--- src/rtl/tick_gen_prog.sv ---
// ============================================================================
// tick_gen_prog : programmable tick generator producing a one-cycle strobe
// and an optional square wave, with pause/clear and period-boundary reload.
// Optional oTickCnt tick counter enabled by macro TICK_GEN_PROG_TCNT_EN.
// Revision: 1.0
// ============================================================================
`default_nettype none

module tick_gen_prog #(
  parameter int WIDTH       = 26,
  parameter int DEFAULT_DIV = 50_000_000
) (
  input  logic             iClk,
  input  logic             iRst,
  input  logic             iEn,
  input  logic             iClr,
  input  logic             iLoad,
  input  logic [WIDTH-1:0] iDiv,
  input  logic             iMode,
  output logic             oTick,
  output logic             oSq,
  output logic             oPend,
  output logic [WIDTH-1:0] oCount
`ifdef TICK_GEN_PROG_TCNT_EN
  ,
  output logic [15:0]      oTickCnt
`endif
);

  localparam logic [WIDTH-1:0] C_DIV_RST = WIDTH'(DEFAULT_DIV);

  logic [WIDTH-1:0] cnt_q, cnt_d;
  logic [WIDTH-1:0] div_q, div_d;
  logic [WIDTH-1:0] pend_val_q, pend_val_d;
  logic             pend_q, pend_d;
  logic             tick_q, tick_d;
  logic             sq_q, sq_d;
  logic [WIDTH-1:0] w_last;
  logic             w_term;

  // Divisor 0 is treated as 1, so the terminal count is 0 in both cases.
  assign w_last = (div_q == '0) ? '0 : div_q - WIDTH'(1);
  assign w_term = iEn && !iClr && (cnt_q == w_last);

  always_comb begin
    cnt_d      = cnt_q;
    div_d      = div_q;
    pend_val_d = pend_val_q;
    pend_d     = pend_q;
    tick_d     = 1'b0;
    sq_d       = sq_q;

    if (iClr) begin
      cnt_d = '0;
    end else if (iEn) begin
      if (w_term) begin
        cnt_d  = '0;
        tick_d = 1'b1;
      end else begin
        cnt_d = cnt_q + WIDTH'(1);
      end
    end

    if (!iMode) begin
      sq_d = 1'b0;
    end else if (w_term) begin
      sq_d = ~sq_q;
    end

    // A load landing on the boundary bypasses the pending register.
    if (w_term) begin
      if (iLoad) begin
        div_d  = iDiv;
        pend_d = 1'b0;
      end else if (pend_q) begin
        div_d  = pend_val_q;
        pend_d = 1'b0;
      end
    end else if (iLoad) begin
      pend_val_d = iDiv;
      pend_d     = 1'b1;
    end
  end

  always_ff @(posedge iClk or posedge iRst) begin
    if (iRst) begin
      cnt_q      <= '0;
      div_q      <= C_DIV_RST;
      pend_val_q <= '0;
      pend_q     <= 1'b0;
      tick_q     <= 1'b0;
      sq_q       <= 1'b0;
    end else begin
      cnt_q      <= cnt_d;
      div_q      <= div_d;
      pend_val_q <= pend_val_d;
      pend_q     <= pend_d;
      tick_q     <= tick_d;
      sq_q       <= sq_d;
    end
  end

  assign oTick  = tick_q;
  assign oSq    = sq_q;
  assign oPend  = pend_q;
  assign oCount = cnt_q;

`ifdef TICK_GEN_PROG_TCNT_EN
  logic [15:0] tcnt_q, tcnt_d;

  always_comb begin
    tcnt_d = tcnt_q;
    if (iClr) begin
      tcnt_d = '0;
    end else if (w_term) begin
      tcnt_d = tcnt_q + 16'd1;
    end
  end

  always_ff @(posedge iClk or posedge iRst) begin
    if (iRst) begin
      tcnt_q <= '0;
    end else begin
      tcnt_q <= tcnt_d;
    end
  end

  assign oTickCnt = tcnt_q;
`endif

endmodule

`default_nettype wire

--- config.mk ---
export PLATFORM = sky130hd
export DESIGN_NAME = tick_gen_prog
export DESIGN_NICKNAME = d
export VERILOG_FILES = /design/src/rtl/tick_gen_prog.sv
export SDC_FILE = /design/constraint.sdc
export NUM_CORES = 1
export LEC_CHECK = 0
export CAP_MARGIN = 20
export CORE_ASPECT_RATIO = 0.5
export CORE_MARGIN = 2
export CORE_UTILIZATION = 52
export DETAILED_ROUTE_END_ITERATION = 16
export GPL_TIMING_DRIVEN = 0
export PLACE_DENSITY_LB_ADDON = 0.12
export SLEW_MARGIN = 0
export SYNTH_ARGS = -nofsm -noshare
export SYNTH_HDL_FRONTEND = slang
export SYNTH_SLANG_ARGS = --single-unit
--- constraint.sdc ---
create_clock -name iClk -period 3.53 [get_ports iClk]
set_input_delay 0.706 -clock iClk [delete_from_list [all_inputs] [get_ports iClk]]
set_output_delay 0.706 -clock iClk [all_outputs]
set_load 0.01 [all_outputs]
==> results of run 1 <==
[worst min-delay path by stage]
stage,end,slack (ps),cells past startpoint
floorplan,pend_val_q[10],480,1
global placement,pend_val_q[12],480,1
detailed placement,pend_val_q[22],490,1
CTS,pend_val_q[13],500,1
global route,pend_val_q[22],520,1
finish,pend_val_q[22],510,1
[final cells by class]
class	instances	share of cell area, %
Tap cell	140	2.37
Sequential cell	81	27.7
Clock buffer	10	3.24
Inverter	17	0.898
Buffer	40	3.85
Multi-Input combinational cell	416	47.2
Clock inverter	6	1.00
Timing Repair Buffer	103	13.7
[flip-flops by register name (all words and copies together) (netlist names)]
name and flops:
div_q 26, oCount 26, oPend 1, oSq 1, oTick 1, pend_val_q 26
[routing by layer]
layer / vias to the layer above / track usage, % / wire (um)
met2: 192 / 40.7 / 6850
met5: - / 0 / 0
met4: 0 / 6.86 / 183
met1: 2436 / 40.9 / 7220
li1: 2348 / - / -
met3: 18 / 5.99 / 1040
[power by group]
group / leakage [nW] / switching, mW / internal (mW)
Clock: 0.147 / 0.421 / 0.577
Sequential: 1.00 / 0.0209 / 0.960
Combinational: 1.83 / 0.102 / 0.133
[logic make-up after synthesis]
group	share of synthesized area, %
adders and majority gates	0.463
AOI/OAI and AO/OA	13.1
xor gates and xnor gates	3.91
muxes	17.8
buffers and inverters	4.79
and+or+nand+nor	22.2
DFF	37.8
[stage by stage]
step / power (mW) / area (um^2) / setup slack [ps] / hold slack [ps] / setup TNS (ps)
2_1_floorplan: 1.11 / 5520 / -138 / 475 / -2970
3_3_place_gp: 1.18 / 6290 / -904 / 483 / -103530
3_5_place_dp: 1.19 / 6310 / -912 / 490 / -59890
4_1_cts: 2.20 / 7100 / -144 / 505 / -7960
5_1_grt: 2.30 / 7380 / -359 / 519 / -23400
6_report: 2.21 / 7380 / -245 / 507 / -12310
[layout by cell type, fill, tap and decap left out, types with 8 or more instances in the layout]
cell / netlist / layout
clkbuf_1: 30 / 20
a31oi_1: 11 / 9
xor2_1: 9 / 9
nor3_1: 18 / 15
and3_1: 10 / 10
dfstp_2: 12 / 12
nand2_1: 41 / 37
inv_1: 17 / 14
nand3_1: 29 / 27
buf_6: 2 / 10
dfrtp_1: 69 / 67
a21oi_1: 9 / 8
mux2_2: 56 / 34
nand4_1: 22 / 22
or3_1: 11 / 11
clkdlybuf4s50_1: 0 / 59
buf_4: 2 / 33
mux2i_1: 15 / 15
o21ai_0: 16 / 12
clkbuf_16: 0 / 10
xnor2_1: 10 / 9
nor2_1: 27 / 27
mux2_4: 0 / 37
o311ai_1: 7 / 10
[timing repair]
item	in CTS	in global routing
gates cloned	2	1
pin swaps	18	9
resized for setup	57	39
setup endpoints to repair	81	79
setup buffers	26	14
hold buffers	0	0
==> run metrics, run 1 <==
sequential standard cell area=between 2000 and 2500 um^2; Finished Core Util=72.7%; area share of the leading cell type in the synthesized netlist=31.9%; Slew HR=57.4%; CTS clk-pin slew, worst paths=70 ps; cts bufs inserted=9; Setup crit start kind=flop; area delta synth->final=36.5%; Die Area=~11,000 um^2; die width=148 um; Synth Cell Area=5410 um^2; reg2reg end=pend_val_q[17]; Sink Count=81; Crit Path Max Fanout=8; Final #Nets=between 700 and 800; row cnt=26; measured slew at the worst slew-check pin=between 600 and 700 ps; post-DP HPWL=10.1 mm; CP max-delay cell=or4b_4; crit path from=div_q[1]; total wire length=roughly 15 mm; later-pin clock latency in the skew report=350 ps; DR vias=4,994; Post-synth EDFFs=0; vias in the first global route=4,661; top-count cell post-synth=dfrtp_1; # IOs=61; Critical Path AT=4010 ps; Final GP Congestion=between 0.8 and 0.9; synth cell count leaders=dfrtp_1 (69), mux2_2 (56), nand2_1 (41), clkbuf_1 (30), nand3_1 (29); FF-to-FF Start=div_q[1]; fin crit period=3770 ps; Post-Syn Nets=592; CTS HTree Levels=3; Post-Synthesis Cells=558; diode count=0; CP bufs+invs=6; fin cells=813; Crit path top cell by count=buf_12; Cell variety after synth=between 70 and 80; Placeable Area=10,100 um^2; Post-synth top flop=dfrtp_1; clock tree buffer depth=2; part of the cycle the worst path needs=107%; Reg2Reg Depth=16; max-slew violation count=0; skew final=approximately 11 ps; initial antenna violation count=0; sequential cell area fraction in the yosys report=37.8%; #FFs+latches synth=81; status=complete, but fails checks; final-layout fill cell count=751; max-cap violations=0; die height=76.1 um; dpl cells=758; first-pass detailed-route iteration total=4; CP Cell Sequence=inv_2 -> ha_4 -> or3b_4 -> buf_8 -> buf_12 -> buf_12 -> nor4_4 -> xnor2_2 -> or4b_4 -> a21oi_2 -> o2111a_2 -> nand3_4 -> o21ai_4 -> buf_12 -> clkbuf_16 -> mux2_4; Setup CP Type=flop to flop; PnR worst setup slack=-245 ps; failing checks=negative setup slack; final hold viol count=0; Initial Utilization=53.3%; Detail Route Antenna Nets=0; area leader, netlist=dfrtp_1; grt total ovfl=0; VDD IR-drop max=238 uV; CTS tree=built; RSZ-0062 raised after global routing=true; Critical Path Sink=pend_val_q[17]; worst hold start=pend_val_q[22]; Lkg Pwr=around 3 nW; kind of end point of the critical path=flop; async set or reset register ratio after synthesis=100%; power per cell area=300 nW/um^2; GRT Total Usage=27.5%; Largest stage delay, worst path=530 ps; DRC Markers=0; IO Port Bufs=59; CTS root buf=clkbuf_16; ranking of synthesized cells by area=dfrtp_1 (32%), mux2_2 (12%), dfstp_2 (5.8%), mux2_1 (3.3%), nand2_1 (2.8%); R2R Setup Slk=-240 ps; Yosys warnings=0; largest net degree at the start of global routing=47; global-route wire length before repair=24.5 mm; hold crit path type=flop to flop; Routed WL per cell=18.8 um; fmax=265 MHz; fraction of layout cells with a size suffix above 1=30.6%; vias per std cell=6.14; Critical Path Stages=16; CP delay by family, top=simple AND/OR/NAND/NOR gates; Avg Cell Area, Syn=9.69 um^2; area of the multi-input gates=3490 um^2; Final setup viols=77; DRT iter0 DRCs=about 360; CP required=3760 ps
Note: power is estimated with default switching activity, not from simulation.
==> run 2: changes to the inputs <==
--- a/config.mk
+++ b/config.mk
@@ -6,9 +6,10 @@
 export NUM_CORES = 1
 export LEC_CHECK = 0
 export CAP_MARGIN = 20
-export CORE_ASPECT_RATIO = 0.5
+export CELL_PAD_IN_SITES_DETAIL_PLACEMENT = 1
+export CELL_PAD_IN_SITES_GLOBAL_PLACEMENT = 1
 export CORE_MARGIN = 2
-export CORE_UTILIZATION = 52
+export CORE_UTILIZATION = 40
 export DETAILED_ROUTE_END_ITERATION = 16
 export GPL_TIMING_DRIVEN = 0
 export PLACE_DENSITY_LB_ADDON = 0.12
==> run 2 against run 1 <==
The run still ends with negative setup slack left. Clock skew decreased by 0.80 ps. Worst setup slack got worse by 5.8 ps. Sequential cell count unchanged. Register-to-register slack about the same. Die area increased by 28%. Critical path depth decreased by 2. Hold slack got worse by 2.6 ps. Non-clock buffer count decreased by 2. First-iteration DRC count decreased by 30%. Largest power group is now sequential cells.
==> run metrics, run 2 (same netlist as run 1, synthesis figures left out) <==
status=complete, but fails checks (unchanged); failing checks=negative setup slack (unchanged); fraction of layout cells with a size suffix above 1=32.3% (was 30.6%); Reg2Reg Depth=14 (was 16); clock share of power=44.1% (was 45.1%); Final setup viols=79 (was 77); kind of end point of the critical path=flop (unchanged); Setup crit start kind=flop (unchanged); max-slew violation count=0 (unchanged); later-pin clock latency in the skew report=350 ps (about the same); Setup CP Type=flop to flop (unchanged); row cnt=42 (was 26); fin crit period=3780 ps (was 3770 ps); most frequent cells in the layout=dfrtp_1 (64), clkdlybuf4s50_1 (59), mux2_4 (40), nand2_1 (37), buf_4 (33) (was dfrtp_1 (67), clkdlybuf4s50_1 (59), nand2_1 (37), mux2_4 (37), mux2_2 (34)); measured slew at the worst slew-check pin=941 ps (was 636 ps); largest net degree at the start of global routing=46 (was 47); DRT iter0 DRCs=252 (was 361); Flop pwr share=45.1% (was 44.3%); commonest non-fill, non-tap cell in the layout=dfrtp_1 (unchanged); grt total ovfl=0 (unchanged); total wire length=17.8 mm (was 15.3 mm); CTS root buf=clkbuf_16 (unchanged); R2R Setup Slk=-250 ps (was -240 ps); clock tree buffer depth=2 (unchanged); first-pass detailed-route iteration total=5 (was 4); Crit Path Max Fanout=6 (was 8); global-route track usage on met2=40.6% (was 40.7%); RSZ-0062 raised after global routing=true (unchanged); Final GP Congestion=0.863 (was 0.866); reg2reg end=pend_val_q[5] (was pend_val_q[17]); CTS tree=built (unchanged); PnR worst setup slack=-251 ps (was -245 ps); P_int=1.66 mW (was 1.67 mW); skew final=10.4 ps (was 11.2 ps); Placeable Area=13,200 um^2 (was 10,100 um^2); hold crit path type=flop to flop (unchanged); GR Layer Usage met1=32.9% (was 40.9%); met3 Track Usage GR=4.58% (was 5.99%); Comb pwr share=10.8% (was 10.6%); Routed WL per cell=21.0 um (was 18.8 um); Critical Path AT=4010 ps (about the same); power per cell area=289 nW/um^2 (was 300 nW/um^2); final hold viol count=0 (unchanged); Sw Share=23.7% (was 24.6%); # IOs=61 (unchanged); Final TNS setup=-14,970 ps (was -12,310 ps); VDD IR-drop max=282 uV (was 238 uV); worst hold endpoint=pend_val_q[5] (was pend_val_q[22]); IO Port Bufs=59 (unchanged); Slew HR=37.0% (was 57.4%); Final #Nets=700 (was 702); DR vias=5,044 (was 4,994); max-cap violations=0 (unchanged); fmax=264 MHz (was 265 MHz); Sink Count=81 (unchanged); CP required=3760 ps (about the same); vias in the first global route=5,321 (was 4,661); Die Area=14,500 um^2 (was 11,300 um^2); Initial Utilization=40.8% (was 53.3%); area delta synth->final=39.1% (was 36.5%); initial antenna violation count=0 (unchanged); Largest stage delay, worst path=540 ps (was 530 ps); vias per std cell=5.96 (was 6.14); cts bufs inserted=9 (unchanged); CTS HTree Levels=3 (unchanged); Hold Path Depth=1 (unchanged); gr busiest metal=met2 (was met1); GRT Total Usage=24.6% (was 27.5%); die height=120 um (was 76.1 um); global-route wire length before repair=28.0 mm (was 24.5 mm); post-DP HPWL=11.8 mm (was 10.1 mm); CP max-delay cell=or4_4 (was or4b_4); diode count=0 (unchanged); Switch Pwr=0.515 mW (was 0.544 mW); DRC Markers=0 (unchanged); worst hold start=pend_val_q[5] (was pend_val_q[22]); part of the cycle the worst path needs=107% (about the same); FF-to-FF Start=div_q[0] (was div_q[1]); die width=120 um (was 148 um); CTS clk-pin slew, worst paths=60 ps (was 70 ps); CP Cell Sequence=inv_2 -> ha_4 -> or3b_4 -> buf_4 -> or4_4 -> nor4_1 -> nand2_1 -> a32oi_1 -> o2111a_2 -> nand3_4 -> o21ai_4 -> buf_12 -> buf_8 -> mux2_2 (was inv_2 -> ha_4 -> or3b_4 -> buf_8 -> buf_12 -> buf_12 -> nor4_4 -> xnor2_2 -> or4b_4 -> a21oi_2 -> o2111a_2 -> nand3_4 -> o21ai_4 -> buf_12 -> clkbuf_16 -> mux2_4); Lkg Pwr=2.98 nW (about the same); Tot Pwr=2.17 mW (was 2.21 mW); Detail Route Antenna Nets=0 (unchanged)
-- run 2: changes by cell type in the layout (fill, tap and decap cells not counted), moves of 3 or more --
cell     change
a31oi_1      -3
dfrtp_1      -3
dfrtp_2      +3
mux2_4       +3
-- run 2: metal layers --
layer,share of wire [%],vias up
li1,-,2342
met1,45,2579
met2,50,107
met3,4.0,16
met4,1.5,0
met5,0,-
-- run 2: stage by stage --
stage                     cells  setup WS, ps  util [%]  hold WS, ps  cell area [um^2]
final                       847          -251      56.8          504              7530
after global routing        847          -343      56.8          528              7530
after CTS                   837          -193      54.8          508              7260
after detailed placement    794         -1270      48.1          492              6360
after global placement      793         -1160      47.8          482              6330
after floorplan             558          -138         -          475              5520
-- run 2: area by class of cell --
class                   count  area, um^2
plain buffers              34         241
clock buffers              11         243
clock inverters             5        55.1
fillers                  1449        5720
inverters                  17        66.3
multi-input cells         416        3580
flip-flops and latches     81        2050
well taps                 176         220
repair buffers            107        1070
-- run 2: power groups by stage --
stage / logic (mW) / clock network [mW] / registers, mW
global placement: 0.187 / 0 / 0.992
CTS: 0.229 / 0.977 / 0.979
detailed placement: 0.196 / 0 / 0.995
floorplan: 0.119 / 0 / 0.990
global route: 0.255 / 1.01 / 0.984
finish: 0.236 / 0.958 / 0.980
-- run 2: worst max-delay path: cells and delay by family (launching register included) --
| family | cells | cell delay [ps] |
|---|---|---|
| mux | 1 | 330 |
| compound gates | 3 | 720 |
| simple gates | 5 | 1550 |
| fa+ha+maj | 1 | 130 |
| flops | 1 | 410 |
| buf+inv | 4 | 510 |
-- run 2: timing repair --
item,4_1_cts,5_1_grt
gates resized for setup,86,40
hold buffers,0,0
endpoints found under the setup margin,81,79
pin swaps,18,21
buffers inserted,29,14
gates cloned,4,1
-- run 2: how the worst max path moves through the flow --
stage,from,to,slack (ps),cells past startpoint
2_1_floorplan,div_q[5],div_q[3],-140,13
3_3_place_gp,div_q[19],div_q[6],-1160,12
3_5_place_dp,div_q[19],div_q[18],-1270,12
4_1_cts,div_q[0],oCount[4],-190,15
5_1_grt,div_q[0],pend_val_q[9],-340,14
6_report,div_q[0],pend_val_q[5],-250,14
==> run 3: changes to the inputs <==
--- a/config.mk
+++ b/config.mk
@@ -12,7 +12,7 @@
 export CORE_UTILIZATION = 40
 export DETAILED_ROUTE_END_ITERATION = 16
 export GPL_TIMING_DRIVEN = 0
-export PLACE_DENSITY_LB_ADDON = 0.12
+export PLACE_DENSITY = 0.73
 export SLEW_MARGIN = 0
 export SYNTH_ARGS = -nofsm -noshare
 export SYNTH_HDL_FRONTEND = slang
==> run 3 against run 2 <==
Critical endpoint is now oCount[4]. The flow still finishes with violations (negative setup slack). Final area is 5.3% higher. Highest routed layer unchanged. Utilization increased by 3.0 points. Die area unchanged.
==> run metrics, run 3 (same netlist as run 1, synthesis figures left out) <==
vias in the first global route=5,464 (was 5,321); CTS root buf=clkbuf_16 (unchanged); initial antenna violation count=0 (unchanged); power per cell area=286 nW/um^2 (was 289 nW/um^2); total wire length=20.2 mm (was 17.8 mm); most frequent cells in the layout=dfrtp_1 (64), clkdlybuf4s50_1 (59), mux2_4 (45), buf_4 (39), nand2_1 (37) (was dfrtp_1 (64), clkdlybuf4s50_1 (59), mux2_4 (40), nand2_1 (37), buf_4 (33)); PnR worst setup slack=-310 ps (was -251 ps); Tot Pwr=2.26 mW (was 2.17 mW); Final setup viols=78 (was 79); FF-to-FF Start=div_q[11] (was div_q[0]); hold crit path type=flop to flop (unchanged); IO Port Bufs=59 (unchanged); Detail Route Antenna Nets=0 (unchanged); clock share of power=45.2% (was 44.1%); clock tree buffer depth=2 (unchanged); Crit Path Max Fanout=6 (unchanged); CTS HTree Levels=3 (unchanged); fraction of layout cells with a size suffix above 1=36.2% (was 32.3%); Flop pwr share=43.5% (was 45.1%); Setup CP Type=flop to flop (unchanged); Critical Path AT=4060 ps (was 4010 ps); DR vias=5,344 (was 5,044); P_int=1.72 mW (was 1.66 mW); DRT iter0 DRCs=437 (was 252); area delta synth->final=46.5% (was 39.1%); largest net degree at the start of global routing=44 (was 46); fin crit period=3840 ps (was 3780 ps); RSZ-0062 raised after global routing=true (unchanged); cts bufs inserted=9 (unchanged); first-pass detailed-route iteration total=4 (was 5); Placeable Area=13,200 um^2 (unchanged); CTS clk-pin slew, worst paths=70 ps (was 60 ps); worst hold start=pend_val_q[21] (was pend_val_q[5]); Die Area=14,500 um^2 (unchanged); CTS tree=built (unchanged); later-pin clock latency in the skew report=360 ps (was 350 ps); crit path from=div_q[11] (was div_q[0]); Sink Count=81 (unchanged); CP required=3750 ps (was 3760 ps); skew final=10.4 ps (about the same); grt total ovfl=0 (unchanged); VDD IR-drop max=215 uV (was 282 uV); die width=120 um (unchanged); Final #Nets=714 (was 700); Setup crit start kind=flop (unchanged); diode count=0 (unchanged); global-route wire length before repair=30.1 mm (was 28.0 mm); GRT Total Usage=26.6% (was 24.6%); # IOs=61 (unchanged); Sw Share=23.8% (was 23.7%); DRC Markers=0 (unchanged); Initial Utilization=40.8% (unchanged); Slew HR=48.6% (was 37.0%); Finished Core Util=59.8% (was 56.8%); Routed WL per cell=23.5 um (was 21.0 um); kind of end point of the critical path=flop (unchanged); part of the cycle the worst path needs=109% (was 107%); die height=120 um (unchanged); measured slew at the worst slew-check pin=771 ps (was 941 ps); Switch Pwr=0.538 mW (was 0.515 mW); post-DP HPWL=11.6 mm (was 11.8 mm); fin cells=861 (was 847); Comb pwr share=11.3% (was 10.8%); fmax=260 MHz (was 264 MHz); commonest non-fill, non-tap cell in the layout=dfrtp_1 (unchanged); vias per std cell=6.21 (was 5.96); failing checks=negative setup slack (unchanged); max-slew violation count=0 (unchanged); status=complete, but fails checks (unchanged); dpl cells=794 (unchanged); row cnt=42 (unchanged); max-cap violations=0 (unchanged); Lkg Pwr=3.16 nW (was 2.98 nW); Final GP Congestion=0.847 (was 0.863); final hold viol count=0 (unchanged)
## run 3: cell count changes in the layout (fill, tap and decap cells not counted), sizes merged
cell | before | now
buf | 62 | 74
bufinv | 1 | 2
clkbuf | 31 | 32
clkinvlp | 2 | 1
or3 | 11 | 12
## run 3: metrics by stage
stage               setup slack, ps  setup TNS (ps)  area [um^2]  hold WS (ps)
floorplan                      -138           -2970         5520           475
global placement               -950         -102050         6330           482
detailed placement            -1030          -68450         6360           493
CTS                            -117           -4800         7530           508
global route                   -390          -21740         7920           529
finish                         -310          -15400         7920           509
## run 3: routing by layer
| layer | GRT usage [%] | up-vias | share of wire (%) |
|---|---|---|---|
| li1 | - | 2364 | - |
| met1 | 33.7 | 2733 | 41 |
| met2 | 45.2 | 183 | 51 |
| met3 | 4.34 | 64 | 4.1 |
| met4 | 11.3 | 0 | 4.2 |
| met5 | 0 | - | 0 |
## run 3: final timing paths
kind	cells past startpoint	slack, ps	end
max	13	-310	oCount[4]
min	1	510	pend_val_q[21]
max reg2reg	13	-310	oCount[4]
min reg2reg	1	510	pend_val_q[21]
max in group asynchronous	3	2150	div_q[13]
min in group asynchronous	2	730	pend_val_q[7]
## run 3: power groups by stage
stage | clock network [mW] | logic, mW | registers, mW
after floorplan | 0 | 0.119 | 0.990
after global placement | 0 | 0.187 | 0.993
after detailed placement | 0 | 0.198 | 0.996
after CTS | 1.04 | 0.245 | 0.981
after global routing | 1.07 | 0.274 | 0.986
final | 1.02 | 0.256 | 0.983
## run 3: area by class of cell
type	count	area, um^2
buffer	31	215
clock buffer	11	233
clock inverter	5	81.3
fill	1410	5320
inverter	17	68.8
multi-input combinational	417	3780
sequential	81	2050
tap	176	220
timing repair buffer	123	1270
## run 3: worst max-delay path, stage by stage, from the launching register on
cell,delay [ps]
dfrtp_2,460
or4_4,620
nor4_4,370
buf_4,180
o2bb2a_4,160
o32ai_4,300
nand4_1,190
buf_4,190
a2111oi_4,270
nand4_1,280
buf_6,240
buf_8,150
a31oi_4,180
mux2i_1,100
## run 3: repair_timing
action / 4_1_cts / 5_1_grt
hold buffers: 0 / 0
setup endpoints to repair: 81 / 79
buffers inserted: 43 / 13
gates cloned: 6 / 3
resized for setup: 114 / 57
pin swaps: 42 / 28
